**config.mk**
```make
export PLATFORM = sky130hd
export DESIGN_NAME = dht_lcd_formatter
export DESIGN_NICKNAME = d
export VERILOG_FILES = /design/src/rtl/dht_lcd_formatter.sv
export SDC_FILE = /design/constraint.sdc
export NUM_CORES = 1
export LEC_CHECK = 0
export ABC_AREA = 1
export CAP_MARGIN = 20
export CORE_AREA = 2 2 246 248
export CTS_CLUSTER_DIAMETER = 60
export DETAILED_ROUTE_END_ITERATION = 10
export DIE_AREA = 0 0 248 250
export PLACE_DENSITY = 0.68
export SLEW_MARGIN = 20
export SYNTH_ARGS = -nofsm -noshare
export SYNTH_HDL_FRONTEND = slang
export SYNTH_SLANG_ARGS = --single-unit
export TNS_END_PERCENT = 30
```
**constraint.sdc**
```tcl
create_clock -name clk -period 1.44 [get_ports clk]
set_clock_uncertainty 0.05 [all_clocks]
set_input_delay 0.288 -clock clk [delete_from_list [all_inputs] [get_ports clk]]
set_output_delay 0.288 -clock clk [all_outputs]
set_load 0.01 [all_outputs]
```
**src/rtl/dht_lcd_formatter.sv**
```systemverilog
// Formats one DHT reading into PCF8574-encoded HD44780 byte streams
// and hands each finished frame to the I2C LCD driver.
module dht_lcd_formatter #(
  parameter int         BACKLIGHT = 1,
  parameter logic [7:0] TEMP_UNIT = 8'h43
) (
  input  logic         clk,
  input  logic         rst,
  input  logic         dht_valid,
  input  logic [7:0]   dht_hum_int,
  input  logic [7:0]   dht_hum_dec,
  input  logic [7:0]   dht_temp_int,
  input  logic [7:0]   dht_temp_dec,
  input  logic         lcd_done,
  output logic [63:0]  lcd_init_bytes,
  output logic [255:0] lcd_line1_bytes,
  output logic [15:0]  lcd_line2_cmd,
  output logic [255:0] lcd_line2_bytes,
  output logic [7:0]   project_step,
  output logic         busy,
  output logic         sat_flag
);

  localparam logic BL = (BACKLIGHT != 0);

  localparam logic [2:0] S_IDLE  = 3'd0;
  localparam logic [2:0] S_CONV  = 3'd1;
  localparam logic [2:0] S_BUILD = 3'd2;
  localparam logic [2:0] S_PUB   = 3'd3;
  localparam logic [2:0] S_WAIT  = 3'd4;
  localparam logic [2:0] S_REL   = 3'd5;

  localparam logic [7:0] STEP_HOLD = 8'd1;
  localparam logic [7:0] STEP_SEND = 8'd3;

  function automatic logic [15:0] enc(
    input logic [7:0] c,
    input logic       rs
  );
    return {c[7:4], BL, 1'b1, 1'b0, rs,
            c[3:0], BL, 1'b1, 1'b0, rs};
  endfunction

  function automatic logic [7:0] digit(
    input logic [3:0] d
  );
    return {4'h3, d};
  endfunction

  function automatic logic [6:0] sat_int(
    input logic [7:0] v
  );
    return (v > 8'd99) ? 7'd99 : v[6:0];
  endfunction

  function automatic logic [3:0] sat_dec(
    input logic [7:0] v
  );
    return (v > 8'd9) ? 4'd9 : v[3:0];
  endfunction

  // idx 0..15 is line 1 (humidity), 16..31 is line 2 (temperature)
  function automatic logic [7:0] char_at(
    input logic [4:0] idx,
    input logic [3:0] tens_h,
    input logic [3:0] unit_h,
    input logic [3:0] dec_h,
    input logic [3:0] tens_t,
    input logic [3:0] unit_t,
    input logic [3:0] dec_t
  );
    logic       l2;
    logic [3:0] tn;
    logic [3:0] un;
    logic [3:0] dc;
    logic [7:0] c;
    l2 = idx[4];
    tn = l2 ? tens_t : tens_h;
    un = l2 ? unit_t : unit_h;
    dc = l2 ? dec_t : dec_h;
    case (idx[3:0])
      4'd0:    c = l2 ? "T" : "H";
      4'd1:    c = l2 ? "e" : "u";
      4'd2:    c = "m";
      4'd3:    c = l2 ? "p" : "i";
      4'd4:    c = ":";
      4'd6:    c = (tn == 4'd0) ? " " : digit(tn);
      4'd7:    c = digit(un);
      4'd8:    c = ".";
      4'd9:    c = digit(dc);
      4'd11:   c = l2 ? TEMP_UNIT : "%";
      default: c = " ";
    endcase
    return c;
  endfunction

  localparam logic [15:0]  ENC_SP = enc(8'h20, 1'b1);
  localparam logic [255:0] SPACES = {16{ENC_SP}};

  assign lcd_init_bytes = {enc(8'h02, 1'b0), enc(8'h28, 1'b0),
                           enc(8'h0C, 1'b0), enc(8'h80, 1'b0)};
  assign lcd_line2_cmd  = enc(8'hC0, 1'b0);

  logic [2:0]   state_q, state_d;
  logic [7:0]   step_q, step_d;
  logic         sat_q, sat_d;
  logic         sat_pend_q, sat_pend_d;
  logic         pend_v_q, pend_v_d;
  logic [31:0]  pend_q, pend_d;
  logic [6:0]   hum_v_q, hum_v_d;
  logic [6:0]   temp_v_q, temp_v_d;
  logic [3:0]   hum_t_q, hum_t_d;
  logic [3:0]   temp_t_q, temp_t_d;
  logic [3:0]   hum_dc_q, hum_dc_d;
  logic [3:0]   temp_dc_q, temp_dc_d;
  logic [4:0]   cnt_q, cnt_d;
  logic [511:0] shadow_q, shadow_d;
  logic [255:0] line1_q, line1_d;
  logic [255:0] line2_q, line2_d;

  logic [31:0]  sample;
  logic [31:0]  src;

  assign sample = {dht_hum_int, dht_hum_dec,
                   dht_temp_int, dht_temp_dec};
  assign src    = dht_valid ? sample : pend_q;

  always_comb begin
    state_d    = state_q;
    step_d     = step_q;
    sat_d      = sat_q;
    sat_pend_d = sat_pend_q;
    pend_v_d   = pend_v_q;
    pend_d     = pend_q;
    hum_v_d    = hum_v_q;
    temp_v_d   = temp_v_q;
    hum_t_d    = hum_t_q;
    temp_t_d   = temp_t_q;
    hum_dc_d   = hum_dc_q;
    temp_dc_d  = temp_dc_q;
    cnt_d      = cnt_q;
    shadow_d   = shadow_q;
    line1_d    = line1_q;
    line2_d    = line2_q;

    if (dht_valid && state_q != S_IDLE) begin
      pend_v_d = 1'b1;
      pend_d   = sample;
    end

    case (state_q)
      S_IDLE: begin
        if (dht_valid || pend_v_q) begin
          pend_v_d   = 1'b0;
          hum_v_d    = sat_int(src[31:24]);
          hum_dc_d   = sat_dec(src[23:16]);
          temp_v_d   = sat_int(src[15:8]);
          temp_dc_d  = sat_dec(src[7:0]);
          sat_pend_d = (src[31:24] > 8'd99) ||
                       (src[23:16] > 8'd9) ||
                       (src[15:8] > 8'd99) ||
                       (src[7:0] > 8'd9);
          hum_t_d    = 4'd0;
          temp_t_d   = 4'd0;
          state_d    = S_CONV;
        end
      end
      S_CONV: begin
        if (hum_v_q < 7'd10 && temp_v_q < 7'd10) begin
          cnt_d   = 5'd0;
          state_d = S_BUILD;
        end else begin
          if (hum_v_q >= 7'd10) begin
            hum_v_d = hum_v_q - 7'd10;
            hum_t_d = hum_t_q + 4'd1;
          end
          if (temp_v_q >= 7'd10) begin
            temp_v_d = temp_v_q - 7'd10;
            temp_t_d = temp_t_q + 4'd1;
          end
        end
      end
      S_BUILD: begin
        shadow_d = {shadow_q[495:0],
                    enc(char_at(cnt_q,
                                hum_t_q, hum_v_q[3:0], hum_dc_q,
                                temp_t_q, temp_v_q[3:0], temp_dc_q),
                        1'b1)};
        cnt_d = cnt_q + 5'd1;
        if (cnt_q == 5'd31) state_d = S_PUB;
      end
      S_PUB: begin
        line1_d = shadow_q[511:256];
        line2_d = shadow_q[255:0];
        sat_d   = sat_pend_q;
        step_d  = STEP_SEND;
        state_d = S_WAIT;
      end
      S_WAIT: begin
        if (lcd_done) begin
          step_d  = STEP_HOLD;
          state_d = S_REL;
        end
      end
      S_REL: begin
        if (!lcd_done) state_d = S_IDLE;
      end
      default: state_d = S_IDLE;
    endcase
  end

  always_ff @(posedge clk) begin
    if (rst) begin
      state_q    <= S_IDLE;
      step_q     <= STEP_HOLD;
      sat_q      <= 1'b0;
      sat_pend_q <= 1'b0;
      pend_v_q   <= 1'b0;
      pend_q     <= '0;
      hum_v_q    <= '0;
      temp_v_q   <= '0;
      hum_t_q    <= '0;
      temp_t_q   <= '0;
      hum_dc_q   <= '0;
      temp_dc_q  <= '0;
      cnt_q      <= '0;
      shadow_q   <= '0;
      line1_q    <= SPACES;
      line2_q    <= SPACES;
    end else begin
      state_q    <= state_d;
      step_q     <= step_d;
      sat_q      <= sat_d;
      sat_pend_q <= sat_pend_d;
      pend_v_q   <= pend_v_d;
      pend_q     <= pend_d;
      hum_v_q    <= hum_v_d;
      temp_v_q   <= temp_v_d;
      hum_t_q    <= hum_t_d;
      temp_t_q   <= temp_t_d;
      hum_dc_q   <= hum_dc_d;
      temp_dc_q  <= temp_dc_d;
      cnt_q      <= cnt_d;
      shadow_q   <= shadow_d;
      line1_q    <= line1_d;
      line2_q    <= line2_d;
    end
  end

  assign lcd_line1_bytes = line1_q;
  assign lcd_line2_bytes = line2_q;
  assign project_step    = step_q;
  assign busy            = (state_q != S_IDLE);
  assign sat_flag        = sat_q;

endmodule
```
==> key figures <==
Synthesis
  • Avg Cell Area, Syn: between 7 and 8 sq um
  • Synth Instances: 3,267
  • Post-synthesis sequential area ratio: 0.483
  • FF+latch count, synth: just under 600
  • Ys Warns: 0
  • Cell area after synthesis: 24,300 sq um
  • Netlist cell types: 31

Floorplanning
  • Core region area: ~60,000 sq um
  • IO Pins: ~640
  • Die H: around 250 um
  • Starting density of the core: 0.408
  • Die area: 62,000 sq um
  • Width of the die: ~250 um
  • Rows: 90

GRT
  • Antenna violations before repair: 0
  • Largest net degree at the start of global routing: between 60 and 70
  • GR Util met1: 0.271
  • Grt ovf: 0
  • Met2 usage: 0.366
  • Number of global-route vias before repair: around 20,000
  • Routing usage on met3: 0.0474
  • Tot GR Track Use: 0.218
  • First-pass GRT wire length: 108 mm
  • Grt peak-use layer: met2

Timing
  • Worst Slack Setup Final: -0.220 ns
  • Setup violators final: 826
  • Crit path time final: 1.66 ns
  • Max Slew Vio Count: 0
  • RSZ-0062 raised after global routing: yes
  • Post-route clock period utilization: 1.15
  • F_max: roughly 0.60 GHz
  • Final count of hold timing violations: 0

Critical path
  • Worst R2R Start: temp_v_q[4]
  • Startpoint types: flip-flop
  • CP Max Fanout: 3
  • Setup crit end kind: output pin
  • FF-to-FF End: temp_t_q[1]
  • WP data required: between 1 and 1.5 ns
  • Critical Path AT: between 1 and 1.5 ns
  • R2R Setup Slk: -0.18 ns
  • R2R cell count: 8
  • Crit path kind: flip-flop to output pin

Min path
  • Min-Delay Path Class: input port to flip-flop
  • WHS Endpoint: pend_q[4]
  • Worst hold stages: 3
  • Hold path start: dht_temp_dec[4]

Route
  • Routed Antenna Nets: 0
  • Residual DRC count: 0
  • Final wirelength: ~77 mm
  • Via count: between 20,000 and 25,000
  • Initial DRC Count: between 1,000 and 1,500
  • Avg WL per Cell: 16.8 um
  • DRT Pass-1 Iters: 5
  • Via density: 4.82

Placement
  • Port bufs: approximately 450
  • Post-DP HPWL: 49.4 mm
  • GPL Wtd Cong: between 0.8 and 0.9

Clocking
  • Worst-Skew Late Latency: approximately 0.63 ns
  • CTS Buf Count: 60
  • Hold buffer count at cts: 0
  • Clock tree root buffer cell: clkbuf_16
  • CTS H-tree lvls: 2
  • Clock transition at path regs: 0.07 ns
  • CTS tree: done
  • Clock buffer depth: 3
  • Clk sink count: 586

Power
  • Power, Total: 52.1 mW
  • Clk network pwr share: 0.316
  • Seq pwr share: 0.395
  • Switching power: around 17 mW
  • Sw Ratio: 0.325
  • Pint: 35.2 mW
  • Static Leak: approximately 16 nW
  • Combinational cell fraction of total power: 0.289
  • Maximum vdd drop: about 1.1 mV
  • Cell area power density: ~1500 nW/um^2

Status
  • Violated checks: negative setup slack
  • Status: complete, but fails checks

Final layout
  • Multi-input logic area: roughly 10,000 sq um
  • Final core occ: 0.575
  • Filler cell count: about 5,300
  • N_diodes: 0
  • Nets: around 3,800
  • Share of layout cells above drive strength 1: 0.288
  • Reg area: 12,100 sq um
  • Synth-to-Final Area Change: 41.0%

Run
  • Max_cap viols: 0
## sequential cells by signal, summed over array words and instances (netlist names), 5 cells and up
name and flops:
shadow_q 256, lcd_line1_bytes 128, lcd_line2_bytes 128, pend_q 32, hum_v_q 7, temp_v_q 7, cnt_q 5
## synthesized netlist by cell type
| master | n | area share |
|---|---|---|
| nor2_1 | 965 | 0.15 |
| dfxtp_1 | 586 | 0.48 |
| o21ai_0 | 511 | 0.11 |
| buf_4 | 343 | 0.11 |
| nand2_1 | 342 | 0.053 |
| clkbuf_1 | 114 | 0.018 |
| nand3_1 | 103 | 0.021 |
| inv_1 | 87 | 0.013 |
| buf_2 | 80 | 0.016 |
| a21oi_1 | 62 | 0.013 |
| nand4_1 | 12 | 0.0031 |
| ha_1 | 9 | 0.0046 |
| a211oi_1 | 8 | 0.0025 |
| inv_2 | 5 | 0.00077 |
| nand3b_1 | 5 | 0.0015 |
| nor3_1 | 5 | 0.0010 |
| clkinv_1 | 3 | 0.00046 |
| nand3_2 | 3 | 0.0012 |
| nor2_2 | 3 | 0.00077 |
| o211ai_1 | 3 | 0.00093 |
| buf_6 | 2 | 0.00093 |
| conb_1 | 2 | 0.00031 |
| nand2_4 | 2 | 0.00093 |
| o21ai_1 | 2 | 0.00041 |
| o21bai_1 | 2 | 0.00062 |
| or2_2 | 2 | 0.00051 |
| xnor2_1 | 2 | 0.00072 |
| buf_1 | 1 | 0.00015 |
| nand3_4 | 1 | 0.00072 |
| nor2_4 | 1 | 0.00046 |
| o31ai_1 | 1 | 0.00031 |
## cells by family after synthesis
logic type | synth area share
AOI/OAI and AO/OA | 0.123
buffers and inverters | 0.156
other | 0.000309
xor gates and xnor gates | 0.000721
and+or+nand+nor | 0.233
adders and majority gates | 0.00463
DFF | 0.483
## metrics by stage
step / setup TNS (ns) / worst slack, ns / area [sq um] / cells / hold WS, ns
CTS: -81.08 / -0.229 / 32400 / 4505 / 0.132
detailed placement: -141.98 / -0.708 / 29500 / 4347 / 0.398
global placement: -137.64 / -0.678 / 29500 / 4347 / 0.387
floorplan: -0.159 / -0.0282 / 25100 / 3448 / 0.366
finish: -65.07 / -0.220 / 34300 / 4572 / 0.182
global route: -126.94 / -0.290 / 34300 / 4572 / 0.177
## critical path, stage by stage, from the launching register on
cell and delay, ns:
dfxtp_4 0.36, nor2_4 0.12, nand2_4 0.10, buf_6 0.13
## power groups by stage
stage	combinational (mW)	clock (mW)	sequential [mW]
6_report	15.1	16.5	20.6
5_1_grt	16.7	17.4	20.8
4_1_cts	12.9	16.7	20.5
3_5_place_dp	12.7	0	20.6
3_3_place_gp	12.6	0	20.6
2_1_floorplan	7.82	0	20.4
## cell usage in the layout, fill, tap and decap left out, drive strengths merged
cell / count
bufinv: 7
nand3: 109
or2: 2
dfxtp: 586
clkinvlp: 4
dlygate4sd2: 69
o211ai: 3
nor3: 5
clkbuf: 112
xnor2: 2
inv: 96
o21bai: 2
nand3b: 5
clkinv: 16
buf: 635
clkdlybuf4s15: 1
nor2: 969
a21oi: 62
nand2: 344
nand4: 12
a211oi: 8
o31ai: 1
conb: 183
clkdlybuf4s50: 35
ha: 9
o21ai: 513
## worst max path at each step
| stage | start | end | slack, ns | cells past startpoint |
|---|---|---|---|---|
| finish | state_q[2] | busy | -0.22 | 3 |
| global route | dht_valid | hum_v_q[2] | -0.29 | 11 |
| CTS | state_q[0] | busy | -0.23 | 3 |
| detailed placement | dht_valid | hum_dc_q[2] | -0.71 | 8 |
| global placement | dht_valid | temp_v_q[3] | -0.68 | 11 |
| floorplan | cnt_q[0] | state_q[0] | -0.03 | 9 |
## area by class of cell
type | instances | area share
repair buffers | 763 | 0.251
clock inverters | 24 | 0.0108
multi-input cells | 2229 | 0.293
well taps | 782 | 0.0285
flip-flops and latches | 586 | 0.352
inverters | 95 | 0.0130
repair inverters | 4 | 0.00106
clock buffers | 89 | 0.0505
## metal layers
metal  vias to the layer above  routed length [um]  share of wire
met5                         -                   0              0
met4                         0                2630          0.034
met3                       140                5140          0.067
met2                       692               37000           0.48
met1                     10327               31900           0.42
li1                      10876                   -              -
## repair_timing
action	CTS	global route
setup buffers	51	33
resized for setup	1896	460
pin swaps	2	54
cloned	0	34
endpoints found under the setup margin	985	994
(Power assumes the default switching activity.)
